<file path="src/rtl/pc_pkg.sv">
// Shared fetch-path definitions: pc_sel encoding, default vectors and fetch FSM states.
// Imported by the PC unit, the instruction decoder and the hazard unit.
package pc_pkg;

   localparam logic [2:0] PC_SEQ = 3'd0;
   localparam logic [2:0] PC_BR  = 3'd1;
   localparam logic [2:0] PC_J   = 3'd2;
   localparam logic [2:0] PC_JR  = 3'd3;
   localparam logic [2:0] PC_EXC = 3'd4;

   localparam logic [31:0] RESET_PC_DEF = 32'h0000_3000;
   localparam logic [31:0] EXC_PC_DEF   = 32'h0000_4180;

   typedef enum logic {
      ST_IDLE = 1'b0,
      ST_HELD = 1'b1
   } fetch_state_e;

   // Encodings 5..7 fall back to sequential fetch and never redirect.
   function automatic logic is_redirect_sel(input logic [2:0] sel);
      logic res;
      case (sel)
         PC_BR, PC_J, PC_JR, PC_EXC: res = 1'b1;
         default:                    res = 1'b0;
      endcase
      return res;
   endfunction

endpackage

</file>
<file path="src/rtl/npc_target_calc.sv">
// Combinational redirect target selection and JAL/JALR link address.
// All arithmetic wraps modulo 2^ADDR_W.
module npc_target_calc
   import pc_pkg::*;
#(
   parameter int                ADDR_W = 32,
   parameter logic [ADDR_W-1:0] EXC_PC = ADDR_W'(EXC_PC_DEF)
) (
   input  logic [2:0]        pc_sel,
   input  logic [ADDR_W-1:0] base_pc,
   input  logic [15:0]       br_imm,
   input  logic [25:0]       j_idx,
   input  logic [ADDR_W-1:0] jr_target,
   output logic [ADDR_W-1:0] target,
   output logic [ADDR_W-1:0] link_addr
);

   logic [ADDR_W-1:0] seq_s;
   logic [ADDR_W-1:0] br_off_s;
   logic [ADDR_W-1:0] br_target_s;
   logic [ADDR_W-1:0] j_target_s;

   assign seq_s       = base_pc + ADDR_W'(32'd4);
   assign br_off_s    = {{(ADDR_W-18){br_imm[15]}}, br_imm, 2'b00};
   assign br_target_s = seq_s + br_off_s;
   assign j_target_s  = {seq_s[ADDR_W-1:28], j_idx, 2'b00};
   assign link_addr   = base_pc + ADDR_W'(32'd8);

   // Target mux; unused encodings resolve to the sequential successor.
   always_comb begin
      target = seq_s;
      case (pc_sel)
         PC_BR:   target = br_target_s;
         PC_J:    target = j_target_s;
         PC_JR:   target = jr_target;
         PC_EXC:  target = EXC_PC;
         default: target = seq_s;
      endcase
   end

endmodule

</file>
<file path="src/rtl/pc_fetch_unit.sv">
// IF-stage program counter with stall hold, prioritised redirects and a
// single-entry redirect buffer for requests that arrive while stalled.
module pc_fetch_unit
   import pc_pkg::*;
#(
   parameter int                ADDR_W   = 32,
   parameter logic [ADDR_W-1:0] RESET_PC = ADDR_W'(RESET_PC_DEF),
   parameter logic [ADDR_W-1:0] EXC_PC   = ADDR_W'(EXC_PC_DEF)
) (
   input  logic              clk,
   input  logic              reset_n,
   input  logic              stall,
   input  logic              redirect_valid,
   input  logic [2:0]        pc_sel,
   input  logic [ADDR_W-1:0] base_pc,
   input  logic [15:0]       br_imm,
   input  logic [25:0]       j_idx,
   input  logic [ADDR_W-1:0] jr_target,
   output logic [ADDR_W-1:0] pc_out,
   output logic [ADDR_W-1:0] pc_plus4,
   output logic [ADDR_W-1:0] link_addr,
   output logic              adel,
   output logic              redirect_pending
);

   fetch_state_e      state_r;
   logic [ADDR_W-1:0] pc_r;
   logic [ADDR_W-1:0] pend_target_r;
   logic              pend_exc_r;

   logic [ADDR_W-1:0] target_s;
   logic              redir_s;
   logic              exc_req_s;
   logic              keep_pend_s;

   npc_target_calc #(
      .ADDR_W (ADDR_W),
      .EXC_PC (EXC_PC)
   ) u_npc_target_calc (
      .pc_sel    (pc_sel),
      .base_pc   (base_pc),
      .br_imm    (br_imm),
      .j_idx     (j_idx),
      .jr_target (jr_target),
      .target    (target_s),
      .link_addr (link_addr)
   );

   assign redir_s     = redirect_valid & is_redirect_sel(pc_sel);
   assign exc_req_s   = (pc_sel == PC_EXC);
   // A buffered exception outranks any later non-exception redirect.
   assign keep_pend_s = pend_exc_r & ~exc_req_s;

   // PC register, redirect buffer and IDLE/HELD state in one place.
   always_ff @(posedge clk) begin
      if (!reset_n) begin
         pc_r          <= RESET_PC;
         pend_target_r <= '0;
         pend_exc_r    <= 1'b0;
         state_r       <= ST_IDLE;
      end else if (stall && redir_s) begin
         pc_r    <= pc_r;
         state_r <= ST_HELD;
         if (!keep_pend_s) begin
            pend_target_r <= target_s;
            pend_exc_r    <= exc_req_s;
         end else begin
            pend_target_r <= pend_target_r;
            pend_exc_r    <= pend_exc_r;
         end
      end else if (stall) begin
         pc_r          <= pc_r;
         pend_target_r <= pend_target_r;
         pend_exc_r    <= pend_exc_r;
         state_r       <= state_r;
      end else if (redir_s) begin
         pc_r          <= keep_pend_s ? pend_target_r : target_s;
         pend_target_r <= '0;
         pend_exc_r    <= 1'b0;
         state_r       <= ST_IDLE;
      end else if (state_r == ST_HELD) begin
         pc_r          <= pend_target_r;
         pend_target_r <= '0;
         pend_exc_r    <= 1'b0;
         state_r       <= ST_IDLE;
      end else begin
         pc_r          <= pc_r + ADDR_W'(32'd4);
         pend_target_r <= pend_target_r;
         pend_exc_r    <= pend_exc_r;
         state_r       <= state_r;
      end
   end

   assign pc_out           = pc_r;
   assign pc_plus4         = pc_r + ADDR_W'(32'd4);
   assign adel             = (pc_r[1:0] != 2'b00);
   assign redirect_pending = (state_r == ST_HELD);

endmodule

</file>
<file path="config.mk">
export PLATFORM = sky130hd
export DESIGN_NAME = pc_fetch_unit
export DESIGN_NICKNAME = d
export VERILOG_FILES = /design/src/rtl/pc_pkg.sv /design/src/rtl/npc_target_calc.sv /design/src/rtl/pc_fetch_unit.sv
export SDC_FILE = /design/constraint.sdc
export NUM_CORES = 1
export LEC_CHECK = 0
export CAP_MARGIN = 20
export CORE_ASPECT_RATIO = 1.5
export CORE_MARGIN = 2
export CORE_UTILIZATION = 25
export CTS_CLUSTER_SIZE = 16
export DETAILED_ROUTE_END_ITERATION = 8
export GPL_ROUTABILITY_DRIVEN = 0
export PLACE_DENSITY_LB_ADDON = 0.1
export SKIP_LAST_GASP = 1
export SYNTH_ARGS = -nofsm -noshare
export SYNTH_HDL_FRONTEND = slang
export SYNTH_SLANG_ARGS = --single-unit
</file>
<file path="constraint.sdc">
create_clock -name clk -period 5.9 [get_ports clk]
set_input_delay 1.18 -clock clk [delete_from_list [all_inputs] [get_ports clk]]
set_output_delay 1.18 -clock clk [all_outputs]
set_load 0.01 [all_outputs]
</file>
# Yosys cells after proc, flatten, opt, wreduce, memory -nomap -nowiden
# Cells that the tools add are included.
[totals]
regBits = 66
latchBits = 0
mem_bits_rw = 0
mem_bits_ro = 0
inputBits = 113
output_inout_bits = 98
wordCells = 42
n_memories = 0
[classes]
addsub = 4
n_mul = 0
div_mod_pow = 0
order_cmp = 0
eq_ne = 6
shifts = 0
mux = 16
bitwise_logic = 5
n_reduce_logical = 7
[ops]
columns = ["operator", "n"]
rows = [
  ["$mux 32", 7],
  ["$pmux 32 s4", 1],
  ["$add 32x3->32 const B", 2],
  ["$add 32x32->32", 1],
  ["$add 32x4->32 const B", 1],
  ["$mux 1", 8],
  ["$eq 3x2->1 const B", 2],
  ["$reduce_and 2->1", 2],
  ["$reduce_or 4->1", 1],
  ["$eq 3x1->1 const B", 1],
  ["$eq 3x3->1 const B", 1],
  ["$not 1->1", 3],
  ["$reduce_and 3->1", 1],
  ["$reduce_bool 3->1", 1],
  ["$and 1x1->1", 2],
  ["$ne 2x1->1 const B", 1],
  ["$ne 2x2->1 const B", 1],
  ["$reduce_bool 2->1", 1],
  ["$logic_and 1x1->1", 1],
]

# Longest topological paths before layout
[depth]
ltp_word = 7
depth_mapped = 16
ltp_nobuf = 15

# Cells and area by module
# Synthesis repeated with hierarchy kept, for this count alone.
[hier_totals]
cells_unflattened = 1063
area_unflattened_um2 = 7656.1
[by_module_without_submodules]
columns = ["mod", "n_inst", "cells_per_inst", "area_per_inst_um2", "seq_area_each_um2"]
rows = [
  ["pc_fetch_unit", 1, 498, 3987.6, 1321.3],
  ["npc_target_calc", 1, 565, 3668.5, 0.0],
]

# Worst setup path after synthesis
# OpenSTA, ideal clock, no wires.
[synth_path]
path_kind = "in2reg"
startpoint = "input base_pc[14]"
endpoint = "register pc_r[31], in the netlist pc_out[31]"
setup_time_ns = 0.087
arrival_time_ns = 4.351
t_required_ns = 5.813
setup_slack_ns = 1.462
path_stages = 14
path_buffers = 1
cell_sequence = "clkbuf_1 > nand4_1 > or3_1 > or4_1 > nor2_1 > xor2_1 > ha_1 > and2_1 > and3_1 > and3_1 > a211oi_1 > xnor2_1 > nor3_1 > o31ai_1"
[synth_between]
elab_chain_len = 5
[synth_rtl]
columns = ["item", "line_no", "text"]
rows = [
  ["start: declaration", "pc_fetch_unit.sv:15", "input logic [ADDR_W-1:0] base_pc,"],
  ["$add 32x3->32 (*)", "npc_target_calc.sv:23", "assign seq_s = base_pc + ADDR_W'(32'd4);"],
  ["$add 32x32->32", "npc_target_calc.sv:25", "assign br_target_s = seq_s + br_off_s;"],
  ["$pmux 32 s4 (*)", "npc_target_calc.sv:32", "case (pc_sel)"],
  ["$mux 32 (*)", "--", ""],
  ["$mux 32 (*)", "pc_fetch_unit.sv:76", "end else if (redir_s) begin"],
  ["end signal: assignment", "pc_fetch_unit.sv:77", "pc_r <= keep_pend_s ? pend_target_r : target_s;"],
  ["end signal: assignment", "pc_fetch_unit.sv:82", "pc_r <= pend_target_r;"],
  ["end signal: assignment", "pc_fetch_unit.sv:87", "pc_r <= pc_r + ADDR_W'(32'd4);"],
  ["end: declaration", "pc_fetch_unit.sv:27", "logic [ADDR_W-1:0] pc_r;"],
]
# Every way passes the cells marked *; elsewhere a longest branch is shown, timed or not.
# A chain may end at the register's enable or synchronous reset.

# Worst setup path after layout
[layout_path]
startpoint = "input base_pc[4]"
endpoint = "output link_addr[29]"
[layout_between]
elab_chain_len = 1
[layout_rtl]
columns = ["item", "line_no", "text"]
rows = [
  ["$add 32x4->32", "npc_target_calc.sv:27", "assign link_addr = base_pc + ADDR_W'(32'd8);"],
  ["end: declaration", "pc_fetch_unit.sv:21", "output logic [ADDR_W-1:0] link_addr,"],
]
# Every way passes these cells.

==> metrics.md <==
| Metric | Value |
|---|---|
| Setup repair after global routing missed its margin | `false` |
| Post-synth design cell area | `about 7300 sq um` |
| Synthesized net count | `1146` |
| Cells after synthesis | `993` |
| Highest ir drop seen on vdd | `0.125 mV` |
| Worst Reg-to-Reg Cells | `8` |
| DRC viols | `0` |
| Wirelength, routed | `33000 microns` |
| Combinational family with the most area after synthesis | `compound AO/OA/AOI/OAI gates` |
| Status | `completed` |
| Crit start category | `input pin` |
| Basic-gate share of the synthesized area counting and, or, nand and nor cells | `24.0%` |
| H-tree depth | `3` |
| Critical path, cell by cell | `clkdlybuf4s50_1, ha_1, nand2_1, or3_1, nor2_1, nand2_1, nor2_1, xor2_1, clkdlybuf4s50_1` |
| CTS Hold Buffers Added | `0` |
| Maximum number of pins on one net before global-route repair | `31` |
| R2r setup slk | `3060 ps` |
| Count of TritonRoute iterations in the first routing pass | `5` |
| Critical path's largest stage delay | `630 ps` |
| Number of antenna violations at the first check in global routing | `0` |
| Adder and majority cell fraction of the synthesized area | `under 10%` |
| Top cells by area in the synthesized netlist | `sky130_fd_sc_hd__dfxtp_1 18%, sky130_fd_sc_hd__xnor2_1 7.6%, sky130_fd_sc_hd__ha_1 6.7%` |
| Routed length per placed instance | `20.8 microns` |
| Clock network latency to the later pin of the worst-skew pair | `roughly 330 ps` |
| Number of global-route vias before repair | `between 8k and 9k` |
| Total clock sinks | `66` |
| Total vias in the final route | `8306` |
| Final setup violating endpoints | `0` |
| Critical Path Slowest Stage Cell | `sky130_fd_sc_hd__clkdlybuf4s50_1` |
| Layout filler cell count | `about 3.2k` |
| Final Slew Violations | `0` |
| # rows | `76` |
| Die outline width | `143 microns` |
| Clock-pin slew on the worst setup and hold paths | `50 ps` |
| Synthesis Warnings | `0` |
| Setup Fix Bufs, Post-CTS | `0` |
| Top Family by Delay on Critical Path | `simple AND/OR/NAND/NOR gates` |
| Share of the core filled with cells | `between 30% and 40%` |
| Y dimension of the die | `~210 microns` |
| Count of endpoints failing hold in the final timing report | `0` |
| Post-detailed-route count of antenna-violating nets | `0` |
| Post-cts gate resize count | `0` |
| Std-Cell Core Area | `approximately 29000 sq um` |
| Total inserted antenna cells | `0` |
| Buffers on Ports | `210` |
| Multiplexer share of the synthesized area | `under 10%` |
| Area Growth Syn to Fin | `39.2%` |
| Pwr Density | `between 150 and 200 nW/um^2` |
| Ratio of cells with drive above 1 in the final layout | `7.02%` |
| Proportion of register bits with asynchronous set or reset after synthesis | `0%` |
| Synth Register Bits | `66` |
| Data required time at the worst endpoint | `4720 ps` |
| Tot GR Track Use | `21.3%` |
| Largest area contributor in the netlist | `sky130_fd_sc_hd__dfxtp_1` |
| Largest clock skew in the final design | `6.56 ps` |
| EDFF count, synth | `0` |
| Critical Setup Path Class | `input pin to output port` |
| Area of the die | `slightly above 30000 sq um` |
| Initial Utilization | `25.4%` |
| Primary FF master, synth | `sky130_fd_sc_hd__dfxtp_1` |
| CTS buffer count | `9` |
| I/O pins | `211` |
| Maximum clock rate | `between 0.15 and 0.2 GHz` |
| Number of distinct library cells after synthesis | `between 80 and 90` |
| Worst Path Max Fanout | `9` |
| Arr. time, crit path | `4110 ps` |
| Post-DP HPWL | `27400 microns` |
| Transition at the pin with the smallest max-transition slack | `954 ps` |
| Total overflow reported by the global router | `0` |
| Final Instance Count excl. Fillers | `1587` |
| Setup TNS | `0 ps` |
| Via-to-Cell Ratio | `5.23` |
| Final worst-path cycle share | `89.6%` |
| Number of buffers on the longest clock path | `2` |
| Top cells by count, synth | `121 x sky130_fd_sc_hd__nand2_1, 102 x sky130_fd_sc_hd__nor2_1, 76 x sky130_fd_sc_hd__a21oi_1, 66 x sky130_fd_sc_hd__dfxtp_1, 66 x sky130_fd_sc_hd__o21ai_0` |
| Classification of the worst-slack hold path | `flip-flop to flip-flop` |
| Average instance area after synthesis | `7.35 sq um` |
| CP Buf/Inv Count | `2` |
| Cell at the root of the clock tree | `sky130_fd_sc_hd__clkbuf_16` |
| Shortest clock period the worst path allows after layout | `5290 ps` |
| Leakage power figure | `about 3.9 nW` |
| Cell count after placement | `1571` |
| Worst relative slew slack | `between 30% and 40%` |
| Post-synthesis compound-gate area fraction | `28.3%` |
| Endpoint kind of the worst setup timing path | `output port` |
| Global-route wire length before repair | `49800 microns` |
| Cells on Worst Hold Path | `2` |
| Clock tree from TritonCTS | `built` |
| Violation count after the first detailed-route iteration | `511` |
| Count leader, synth | `sky130_fd_sc_hd__nand2_1` |
| Top-area cell type share of the netlist area | `18.1%` |
| Net count, final | `1345` |
| Number of cells on the critical path | `9` |
| # Max-Cap Violations | `0` |
| Sequential fraction of the synthesis area | `a little under a fifth` |
| Post-synthesis share of cell area spent on xor and xnor gates | `13.0%` |
[state kept, by name (all words and copies together), names as in the netlist]
| register | flops |
|---|---|
| pc_out | 32 |
| pend_exc_r | 1 |
| pend_target_r | 32 |
| redirect_pending | 1 |
[placed cells by master, fill, tap and decap left out, drive strengths merged, types with 15 or more instances in the layout]
cell type	instances
nor2	102
mux2i	22
o21ai	74
ha	39
buf	33
clkdlybuf4s50	210
nand2	121
nand3	32
nand4	21
inv	27
o221ai	17
nor3	23
o22ai	15
xor2	43
xnor2	64
a21oi	77
dfxtp	66
[final timing paths]
check | from | end
max | base_pc[4] | link_addr[29]
min | pend_target_r[31] | pend_target_r[31]
max reg2reg | pend_exc_r | pc_out[28]
min reg2reg | pend_target_r[31] | pend_target_r[31]
[layer usage]
layer,share of wire (%),up-vias,routed length [microns],global-route usage (%)
met4,4.0,0,1310,9.53
met2,52,299,17000,39.3
met5,0,-,0,0
met3,4.3,59,1420,1.79
li1,-,4060,-,-
met1,40,3888,13200,24.8
[kinds of logic after synthesis]
family	after synthesis
AND/OR/NAND/NOR	358
AO/OA/AOI/OAI	308
XOR/XNOR	107
buffers and inverters	82
flip-flops	66
adder cells (fa/ha/maj)	40
multiplexers	32
[worst reg2reg max path, delay by kind of cell, from the launching register on]
kind                   cells  cell delay (ps)
AO/OA/AOI/OAI              4              720
flip-flops                 1              880
buffers and inverters      3              820
AND/OR/NAND/NOR            1              320
[final cells by class]
type | instances | area [sq um] | area share, %
Multi-Input combinational cell | 845 | 5630 | 55.4
Inverter | 27 | 101 | 0.998
Tap cell | 390 | 488 | 4.80
Sequential cell | 66 | 1320 | 13.0
Timing Repair Buffer | 243 | 2350 | 23.1
Clock buffer | 13 | 250 | 2.46
Clock inverter | 3 | 15.0 | 0.148
[through the flow]
stage / hold slack, ps / power, W / cell area (sq um) / worst slack [ps]
after floorplan: 416 / 0.000902 / 7290 / 1460
after global placement: 430 / 0.00125 / 9880 / 372
after detailed placement: 435 / 0.00125 / 9890 / 350
after CTS: 443 / 0.00174 / 10200 / 591
after global routing: 476 / 0.00182 / 10200 / 372
final: 441 / 0.00172 / 10200 / 612
[report_power, final]
| part | internal [W] | switching [W] |
|---|---|---|
| clock | 0.000294 | 0.000192 |
| sequential | 0.000473 | 0.0000349 |
| combinational | 0.000336 | 0.000395 |
(Power assumes the default switching activity.)
